--- config.mk ---
export PLATFORM = sky130hd
export DESIGN_NAME = simmem_resp_bank
export DESIGN_NICKNAME = d
export VERILOG_FILES = /design/src/rtl/simmem_resp_bank.sv
export SDC_FILE = /design/constraint.sdc
export NUM_CORES = 1
export LEC_CHECK = 0
export ABC_CLOCK_PERIOD_IN_PS = 5400
export CAP_MARGIN = 15
export CELL_PAD_IN_SITES_DETAIL_PLACEMENT = 1
export CELL_PAD_IN_SITES_GLOBAL_PLACEMENT = 2
export CORE_ASPECT_RATIO = 0.6
export CORE_MARGIN = 2
export CORE_UTILIZATION = 42
export CTS_BUF_LIST = sky130_fd_sc_hd__clkbuf_16
export DETAILED_ROUTE_END_ITERATION = 8
export PLACE_DENSITY_LB_ADDON = 0.1
export RECOVER_POWER = 50
export SLEW_MARGIN = 25
export SYNTH_ARGS = -nofsm -noshare
export SYNTH_HDL_FRONTEND = slang
export SYNTH_SLANG_ARGS = --single-unit
--- constraint.sdc ---
create_clock -name clk_i -period 5.4 [get_ports clk_i]
set_input_delay 0.54 -clock clk_i [delete_from_list [all_inputs] [get_ports clk_i]]
set_output_delay 0.54 -clock clk_i [all_outputs]
set_load 0.005 [all_outputs]
--- src/rtl/simmem_resp_bank.sv ---
// Response bank for the simulated memory controller: reserves slots, stores AXI
// response payloads and hands them out in per-ID order once released.
module simmem_resp_bank #(
    parameter  int IdWidth       = 2,
    parameter  int TotalCapacity = 8,
    parameter  int DataWidth     = 8,
    localparam int NumIds        = 2 ** IdWidth,
    localparam int AddrWidth     = $clog2(TotalCapacity)
) (
    input  logic                     clk_i,
    input  logic                     rst_ni,

    input  logic [IdWidth-1:0]       res_req_id_i,
    input  logic                     res_req_valid_i,
    output logic                     res_req_ready_o,
    output logic [AddrWidth-1:0]     res_addr_o,

    input  logic [IdWidth-1:0]       in_id_i,
    input  logic [DataWidth-1:0]     in_data_i,
    input  logic                     in_data_valid_i,
    output logic                     in_data_ready_o,

    input  logic [TotalCapacity-1:0] release_en_i,
    output logic [TotalCapacity-1:0] released_addr_onehot_o,

    output logic [IdWidth-1:0]       out_id_o,
    output logic [DataWidth-1:0]     out_data_o,
    output logic                     out_data_valid_o,
    input  logic                     out_data_ready_i
);

    typedef enum logic [1:0] {SlotFree, SlotReserved, SlotFilled} slot_state_e;

    slot_state_e          state_q [TotalCapacity];
    slot_state_e          state_d [TotalCapacity];
    logic [IdWidth-1:0]   id_q    [TotalCapacity];
    logic [AddrWidth-1:0] seq_q   [TotalCapacity];
    logic [DataWidth-1:0] data_q  [TotalCapacity];

    logic [AddrWidth-1:0] res_cnt_q  [NumIds];
    logic [AddrWidth-1:0] res_cnt_d  [NumIds];
    logic [AddrWidth-1:0] fill_cnt_q [NumIds];
    logic [AddrWidth-1:0] fill_cnt_d [NumIds];
    logic [AddrWidth-1:0] out_cnt_q  [NumIds];
    logic [AddrWidth-1:0] out_cnt_d  [NumIds];

    logic                 out_valid_q, out_valid_d;
    logic [IdWidth-1:0]   out_id_q, out_id_d;
    logic [DataWidth-1:0] out_data_q, out_data_d;

    logic [TotalCapacity-1:0] free_vec, fill_match, eligible;
    logic [AddrWidth-1:0]     fill_addr, rel_addr;
    logic                     res_hs, fill_hs, load;

    function automatic logic [AddrWidth-1:0] lowest_set(input logic [TotalCapacity-1:0] v);
        lowest_set = '0;
        for (int i = TotalCapacity - 1; i >= 0; i--) begin
            if (v[i]) lowest_set = AddrWidth'(i);
        end
    endfunction

    // Per-ID sequence numbers are unique, so at most one slot matches each head.
    always_comb begin
        free_vec   = '0;
        fill_match = '0;
        eligible   = '0;
        for (int i = 0; i < TotalCapacity; i++) begin
            free_vec[i]   = (state_q[i] == SlotFree);
            fill_match[i] = (state_q[i] == SlotReserved) && (id_q[i] == in_id_i) &&
                            (seq_q[i] == fill_cnt_q[in_id_i]);
            eligible[i]   = (state_q[i] == SlotFilled) && release_en_i[i] &&
                            (seq_q[i] == out_cnt_q[id_q[i]]);
        end
    end

    assign res_req_ready_o = |free_vec;
    assign res_addr_o      = lowest_set(free_vec);
    assign in_data_ready_o = |fill_match;
    assign fill_addr       = lowest_set(fill_match);
    assign rel_addr        = lowest_set(eligible);

    assign res_hs  = res_req_valid_i && res_req_ready_o;
    assign fill_hs = in_data_valid_i && in_data_ready_o;
    assign load    = (|eligible) && (!out_valid_q || out_data_ready_i);

    assign released_addr_onehot_o = load ? (TotalCapacity'(1) << rel_addr) : '0;

    // The three transitions act on slots in distinct states, so they never collide.
    always_comb begin
        for (int i = 0; i < TotalCapacity; i++) state_d[i] = state_q[i];
        res_cnt_d  = res_cnt_q;
        fill_cnt_d = fill_cnt_q;
        out_cnt_d  = out_cnt_q;
        if (res_hs) begin
            state_d[res_addr_o]     = SlotReserved;
            res_cnt_d[res_req_id_i] = res_cnt_q[res_req_id_i] + AddrWidth'(1);
        end
        if (fill_hs) begin
            state_d[fill_addr]    = SlotFilled;
            fill_cnt_d[in_id_i]   = fill_cnt_q[in_id_i] + AddrWidth'(1);
        end
        if (load) begin
            state_d[rel_addr]           = SlotFree;
            out_cnt_d[id_q[rel_addr]]   = out_cnt_q[id_q[rel_addr]] + AddrWidth'(1);
        end
    end

    always_comb begin
        out_valid_d = out_valid_q;
        out_id_d    = out_id_q;
        out_data_d  = out_data_q;
        if (load) begin
            out_valid_d = 1'b1;
            out_id_d    = id_q[rel_addr];
            out_data_d  = data_q[rel_addr];
        end else if (out_valid_q && out_data_ready_i) begin
            out_valid_d = 1'b0;
        end
    end

    always_ff @(posedge clk_i or negedge rst_ni) begin
        if (!rst_ni) begin
            for (int i = 0; i < TotalCapacity; i++) begin
                state_q[i] <= SlotFree;
                id_q[i]    <= '0;
                seq_q[i]   <= '0;
                data_q[i]  <= '0;
            end
            for (int j = 0; j < NumIds; j++) begin
                res_cnt_q[j]  <= '0;
                fill_cnt_q[j] <= '0;
                out_cnt_q[j]  <= '0;
            end
            out_valid_q <= 1'b0;
            out_id_q    <= '0;
            out_data_q  <= '0;
        end else begin
            for (int i = 0; i < TotalCapacity; i++) state_q[i] <= state_d[i];
            res_cnt_q  <= res_cnt_d;
            fill_cnt_q <= fill_cnt_d;
            out_cnt_q  <= out_cnt_d;
            if (res_hs) begin
                id_q[res_addr_o]  <= res_req_id_i;
                seq_q[res_addr_o] <= res_cnt_q[res_req_id_i];
            end
            if (fill_hs) data_q[fill_addr] <= in_data_i;
            out_valid_q <= out_valid_d;
            out_id_q    <= out_id_d;
            out_data_q  <= out_data_d;
        end
    end

    assign out_data_valid_o = out_valid_q;
    assign out_id_o         = out_id_q;
    assign out_data_o       = out_data_q;

endmodule

==> results of run 1 <==
[per-layer routing]
layer	global-route usage (%)	share of wire (%)	wire length [um]
met1	40.0	49	14100
met2	35.7	41	11700
met3	7.85	8.3	2380
met4	5.48	1.1	310
met5	0	0.028	8
[where the power goes]
part	switching, mW	total [mW]	internal [mW]
logic	1.91	3.64	1.73
clock network	0.547	1.37	0.825
registers	0.723	2.52	1.80
total	3.18	7.54	4.35
[through the flow]
step	hold slack [ns]	power [mW]	cells
2_1_floorplan	0.244	4.86	743
3_3_place_gp	0.458	5.93	1037
3_5_place_dp	0.477	6.12	1037
4_1_cts	0.276	7.52	1069
5_1_grt	0.525	7.99	1069
6_report	0.489	7.54	1070
[kinds of logic (layout without fill, tap and decap cells)]
family	Yosys count	in the layout	synth area share, %
muxes	212	212	29.1
DFF	167	167	45.7
and+or+nand+nor	145	145	8.56
AOI/OAI and AO/OA	86	86	6.58
xor gates and xnor gates	74	74	7.09
buffers and inverters	56	103	2.57
adders and majority gates	3	3	0.411
other	0	1	0
[tightest hold or removal path, stage by stage (launching register included)]
cell and delay [ns]:
dfrtp_1 0.35, nand2_1 0.05, o21ai_0 0.06
[state kept, by name, indices dropped and copies added, names as in the netlist]
name and flops:
fill_cnt_q 12, out_id_o 2, data_q 64, out_cnt_q 12, seq_q 24, id_q 16
out_data_o 8, res_cnt_q 12, out_data_valid_o 1, state_q 16
[placed cells by master (no fill, tap or decap), drive strengths merged, types with 5 or more instances in the layout]
master and count:
clkbuf 19, o21a 6, mux4 30, nor3b 5
and3 9, clkinv 5, mux2i 58, nand2b 6
xor2 10, nand2 30, mux2 124, inv 17
o21ai 23, bufinv 5, nor3 5, xnor2 64
dfrtp 167, clkdlybuf4s50 38, a21oi 20, nand4 23
buf 8, and4 12, dlygate4sd3 9, nand3 13
nor2 27
[final cells by class]
type,instances,share of cell area [%]
multi-input combinational,520,45.1
clock buffer,17,4.04
sequential,167,39.7
clock inverter,15,2.14
timing repair buffer,57,5.14
tap,279,3.32
antenna,1,0.0238
inverter,14,0.499
[worst min-delay path by stage]
stage                             start                         to  slack [ns]  cells past startpoint
2_1_floorplan                    rst_ni      data_q[0]$_DFFE_PN0P_        0.24                      0
3_3_place_gp   res_cnt_q[0]$_DFFE_PN0P_   res_cnt_q[0]$_DFFE_PN0P_        0.46                      2
3_5_place_dp    out_id_o[0]$_DFFE_PN0P_    out_id_o[0]$_DFFE_PN0P_        0.48                      2
4_1_cts                          rst_ni  res_cnt_q[10]$_DFFE_PN0P_        0.28                      1
5_1_grt        res_cnt_q[4]$_DFFE_PN0P_   res_cnt_q[4]$_DFFE_PN0P_        0.52                      1
6_report       res_cnt_q[0]$_DFFE_PN0P_   res_cnt_q[0]$_DFFE_PN0P_        0.49                      2
==> impl_metrics.tcl, run 1 <==
set metrics [dict create \
    outcome "finished with violations" \
    violations "DRC, capacitance limit, slew limit" \
    synthTopCellsByArea "dfrtp_1 (46%), mux2_2 (15%), mux4_2 (7.4%)" \
    drv_cap 2 \
    wl_per_cell_um 26.6 \
    place_ws_ns 0.713 \
    first_pass_iters 9 \
    wl_um 28500 \
    path_class "flip-flop to output pin" \
    cpPeakStageDelay_ns 0.58 \
    rows 41 \
    synth.avg_cell_area_sq_um 12.3 \
    yosysWarnings 0 \
    viasPerCell 6.06 \
    drc_errors 4 \
    clock_latency_ns 0.45 \
    maxSlewViolCount 170 \
    hold_buffers 0 \
    fin_util_pct 49.7 \
    max-clock-path-buffers 2 \
    area_growth_pct 15.1 \
    htree_levels 4 \
    cp.depth 9 \
    path_buf_inv 2 \
    antenna_found_initial 2 \
    synth_edf_count 0 \
    fin_setup_tns_ns 0 \
    rrSetupSlack_ns 0.75 \
    vias 6489 \
    grt_pass1_vias 6741 \
    final_area_sq_um 10500 \
    rsz0062_at_grt "no" \
    r2r_end "out_cnt_q[2]$_DFFE_PN0P_" \
    path_common_cell "nand4_1" \
    core_sq_um 21200 \
    tightest_slew_ns 2.69 \
    seqCellArea_sq_um 4180 \
    cpLargestDelayFamily "simple AND/OR/NAND/NOR gates" \
    die_y_um 118 \
    gr-total-overflow 0 \
    powerDensity_nw_per_um2 716 \
    async_reset_ff_share_pct 100 \
    ys.flop_type "dfrtp_1" \
    dieArea_sq_um 23000 \
    cts_tree "built" \
    worst_setup_path_start_kind "flip-flop" \
    netlist_instances 743 \
    placed_cell_area_sq_um 9880 \
    grt_pass1_wl_um 43900 \
    endpoint "released_addr_onehot_o[5]" \
    reg2regPathDepth 14 \
    ys_ff_latch 167 \
    drive_gt1_share_pct 25.9 \
    timing.final.ws_setup_ns 0.625 \
    netlist_top_cells_count "dfrtp_1 (167), mux2_2 (120), xnor2_1 (64)" \
    drt_iter0_markers 469 \
    dp_hpwl_um 20900 \
    max_freq_ghz 0.209 \
    p_leak_nw 4.63 \
    setup_viol 0 \
    synth_top_cell_by_area "dfrtp_1" \
    place.gp.congestion 0.926 \
    die_width_um 194 \
    layout_min_cycle_time_ns 4.77 \
    crit_fanout 33 \
    cts_setup_buffers 0 \
    ant_nets 0 \
    cp_cell_sequence "mux4_2 > xnor2_1 > nand4_1 > nand4_1 > nand3_2 > buf_4 > nor2_1 > and3_1 > clkdlybuf4s50_1" \
    required_ns 4.86 \
    end_kind "output pin" \
    synth_cell_types 54 \
    cts_inserted_buffers 17 \
    cp.arrival_ns 4.23 \
    synth_area_sq_um 9140 \
    finClkSkew_ns 0.0104 \
    yosysMostFrequentCell "dfrtp_1" \
    cts_num_sinks 167 \
    slew_headroom_pct -79.1 \
    initial_utilization_pct 43.1 \
    finalHoldViolCount 0 \
    multiInputGateArea_sq_um 4750 \
    cts_resized 0 \
    cp-startpoint "id_q[6]$_DFFE_PN0P_" \
    port-buffer-count 48 \
    netlist.area_leader.share_pct 45.7 \
    finalCritPeriodShare_pct 88.4 \
    peakVddDrop_mv 0.381 \
    grtUsageTotal_pct 26.0 \
    synthesis.nets 771 \
    grt_max_degree 109 \
    final_nets 805 \
    io_pins 49 \
    slowest_stage "mux4_2" \
    clock-root-buffer "clkbuf_16" \
    clk_transition_reported_paths_ns 0.07 \
    hold_path.class "flip-flop to flip-flop" \
    reg2reg_from "out_cnt_q[5]$_DFFE_PN0P_" \
    fillers 2148 \
    ys_seq_area_share_pct 45.7 \
]
No activity file was read; power rests on OpenSTA's default activity.
==> run 2: changes to the inputs <==
GPL_TIMING_DRIVEN = 0   (was not set)
==> run 2 against run 1 <==
Effect of this change:
- first-iteration DRC count increased by 7.5%
- fmax decreased by 5.8%
- via count increased by 3.5%
- count of clock-buffer cells in the layout unchanged
- clock skew increased by 0.0057 ns
- die area unchanged
- critical path depth increased by 3
- final area increased by 0.36%
- the run ends with capacitance limit, slew limit left
==> impl_metrics.tcl, run 2 (synthesis gave the netlist of run 1 again) <==
set metrics [dict create \
    p_leak_nw 4.65 \
    reg2regPathDepth 16 \
    initial_utilization_pct 43.1 \
    final_area_sq_um 10600 \
    ant_nets 0 \
    max_freq_ghz 0.197 \
    layout_min_cycle_time_ns 5.07 \
    peakVddDrop_mv 0.570 \
    rrSetupSlack_ns 0.42 \
    io_pins 49 \
    viasPerCell 6.11 \
    reg2reg_from "out_cnt_q[0]$_DFFE_PN0P_" \
    violations "capacitance limit, slew limit" \
    core_sq_um 21200 \
    hold_buffers 0 \
    dp_hpwl_um 21300 \
    rsz0062_at_grt "no" \
    tightest_slew_ns 4.21 \
    p_clk_share_pct 17.0 \
    placed_cell_area_sq_um 9960 \
    end_kind "output pin" \
    cts_setup_buffers 0 \
    largest-register "data_q" \
    grt_pass1_wl_um 44500 \
    p_int_mw 4.31 \
    finalHoldViolCount 0 \
    wl_um 28900 \
    endpoint "released_addr_onehot_o[6]" \
    largest_registers "data_q x64, seq_q x24" \
    grt_max_degree 94 \
    mostFrequentLayoutCell "dfrtp_1" \
    slew_headroom_pct -181 \
    p_switching_mw 3.22 \
    drive_gt1_share_pct 26.3 \
    clock-root-buffer "clkbuf_16" \
    die_width_um 194 \
    cts_inserted_buffers 17 \
    cp.arrival_ns 4.53 \
    cpPeakStageDelay_ns 0.60 \
    hold_path.class "flip-flop to flip-flop" \
    htree_levels 4 \
    grt_pass1_vias 7146 \
    first_pass_iters 7 \
    path_buf_inv 5 \
    setup_viol 0 \
    min_from "out_data_o[6]$_DFFE_PN0P_" \
    p_seq_share_pct 31.1 \
    grtUsageTotal_pct 26.4 \
    dieArea_sq_um 23000 \
    drt_iter0_markers 504 \
    path_common_cell "buf_2" \
    gr-total-overflow 0 \
    layout_common_cells "dfrtp_1 (167), mux2_2 (120), xnor2_1 (64), mux2i_1 (58), clkdlybuf4s50_1 (37)" \
    drc_errors 0 \
    cts_tree "built" \
    area_growth_pct 15.5 \
    p_sw_share_pct 42.8 \
    crit_fanout 10 \
    slowest_stage "mux4_2" \
    outcome "finished with violations" \
    rows 41 \
    required_ns 4.86 \
    powerDensity_nw_per_um2 713 \
    path_class "flip-flop to output pin" \
    die_y_um 118 \
    drv_cap 1 \
    place.gp.congestion 0.914 \
    maxSlewViolCount 75 \
    worst_setup_path_start_kind "flip-flop" \
    vias 6718 \
    cp_cell_sequence "clkbuf_1 > mux4_2 > xnor2_1 > nand4_1 > and2_1 > buf_2 > nand3_1 > buf_2 > buf_2 > nor2_1 > and3_1 > clkdlybuf4s50_1" \
    cp.depth 12 \
    totalPowerFinal_mw 7.53 \
    clock_latency_ns 0.46 \
    combinationalPowerShare_pct 52.0 \
    wl_per_cell_um 26.3 \
    finalCritPeriodShare_pct 93.9 \
    clk_transition_reported_paths_ns 0.07 \
    cts_num_sinks 167 \
    largest_reg_flops 64 \
    r2r_end "out_cnt_q[8]$_DFFE_PN0P_" \
    finClkSkew_ns 0.0160 \
    final_nets 834 \
    port-buffer-count 44 \
    antenna_found_initial 0 \
    cp-startpoint "out_cnt_q[0]$_DFFE_PN0P_" \
    max-clock-path-buffers 2 \
    cpLargestDelayFamily "buffers and inverters" \
]
==> run 2: cell types whose count changed in the layout (fill, tap and decap cells not counted), moves of 2 or more <==
cell           before  now
bufinv_16           5    3
dlygate4sd3_1       9    6
buf_4               8    0
clkinv_4            2    0
clkinv_2            2    5
buf_1               0    3
clkbuf_1            0   18
buf_2               0   20
==> run 2: metrics by stage <==
| stage | setup TNS, ns | instances | worst slack [ns] | hold WS [ns] | utilization (%) |
|---|---|---|---|---|---|
| 2_1_floorplan | 0 | 743 | 1.52 | 0.244 | - |
| 3_3_place_gp | -486.88 | 1066 | -2.93 | 0.457 | 46.9 |
| 3_5_place_dp | 0 | 1067 | 0.390 | 0.483 | 47.0 |
| 4_1_cts | 0 | 1098 | 0.220 | 0.0670 | 49.8 |
| 5_1_grt | 0 | 1098 | 0.124 | 0.528 | 49.8 |
| 6_report | 0 | 1099 | 0.330 | 0.489 | 49.8 |
==> run 2: worst min path at each step <==
stage / to / cells past startpoint
2_1_floorplan: data_q[0]$_DFFE_PN0P_ / 0
3_5_place_dp: out_data_o[7]$_DFFE_PN0P_ / 2
4_1_cts: out_cnt_q[0]$_DFFE_PN0P_ / 1
3_3_place_gp: res_cnt_q[0]$_DFFE_PN0P_ / 2
5_1_grt: fill_cnt_q[0]$_DFFE_PN0P_ / 2
6_report: out_data_o[6]$_DFFE_PN0P_ / 2
==> run 2: power groups by stage <==
| stage | clock (mW) | sequential (mW) | combinational [mW] |
|---|---|---|---|
| CTS | 1.31 | 2.32 | 3.87 |
| detailed placement | 0 | 2.33 | 3.86 |
| finish | 1.28 | 2.34 | 3.91 |
| floorplan | 0 | 2.13 | 2.73 |
| global placement | 0 | 2.29 | 3.68 |
| global route | 1.35 | 2.40 | 4.22 |
==> run 2: timing repair <==
item,in CTS,in global routing
cloned,0,0
gates resized for setup,0,4
endpoints found under the setup margin,2,4
==> run 2: worst min-delay path, cell delays in order (launching register included) <==
cell and delay, ns:
dfrtp_1 0.34, nand2_1 0.05, o21ai_0 0.07
==> run 2: layer usage <==
| layer | vias up | part of all wire (%) | global-route usage (%) | wire length [um] |
|---|---|---|---|---|
| met5 | - | 0 | 0 | 0 |
| met4 | 0 | 1.6 | 7.36 | 474 |
| met3 | 34 | 6.9 | 6.74 | 2000 |
| met2 | 228 | 43 | 37.4 | 12400 |
| met1 | 3576 | 49 | 39.8 | 14000 |
| li1 | 2880 | - | - | - |
==> run 2: final cells by class <==
| type | count | area [sq um] |
|---|---|---|
| tap | 279 | 349 |
| fill | 2176 | 10600 |
| timing repair buffer | 45 | 462 |
| multi-input combinational | 520 | 4740 |
| clock inverter | 15 | 174 |
| clock buffer | 17 | 425 |
| sequential | 167 | 4180 |
| buffer | 41 | 180 |
| antenna | 1 | 2.50 |
| inverter | 14 | 52.6 |
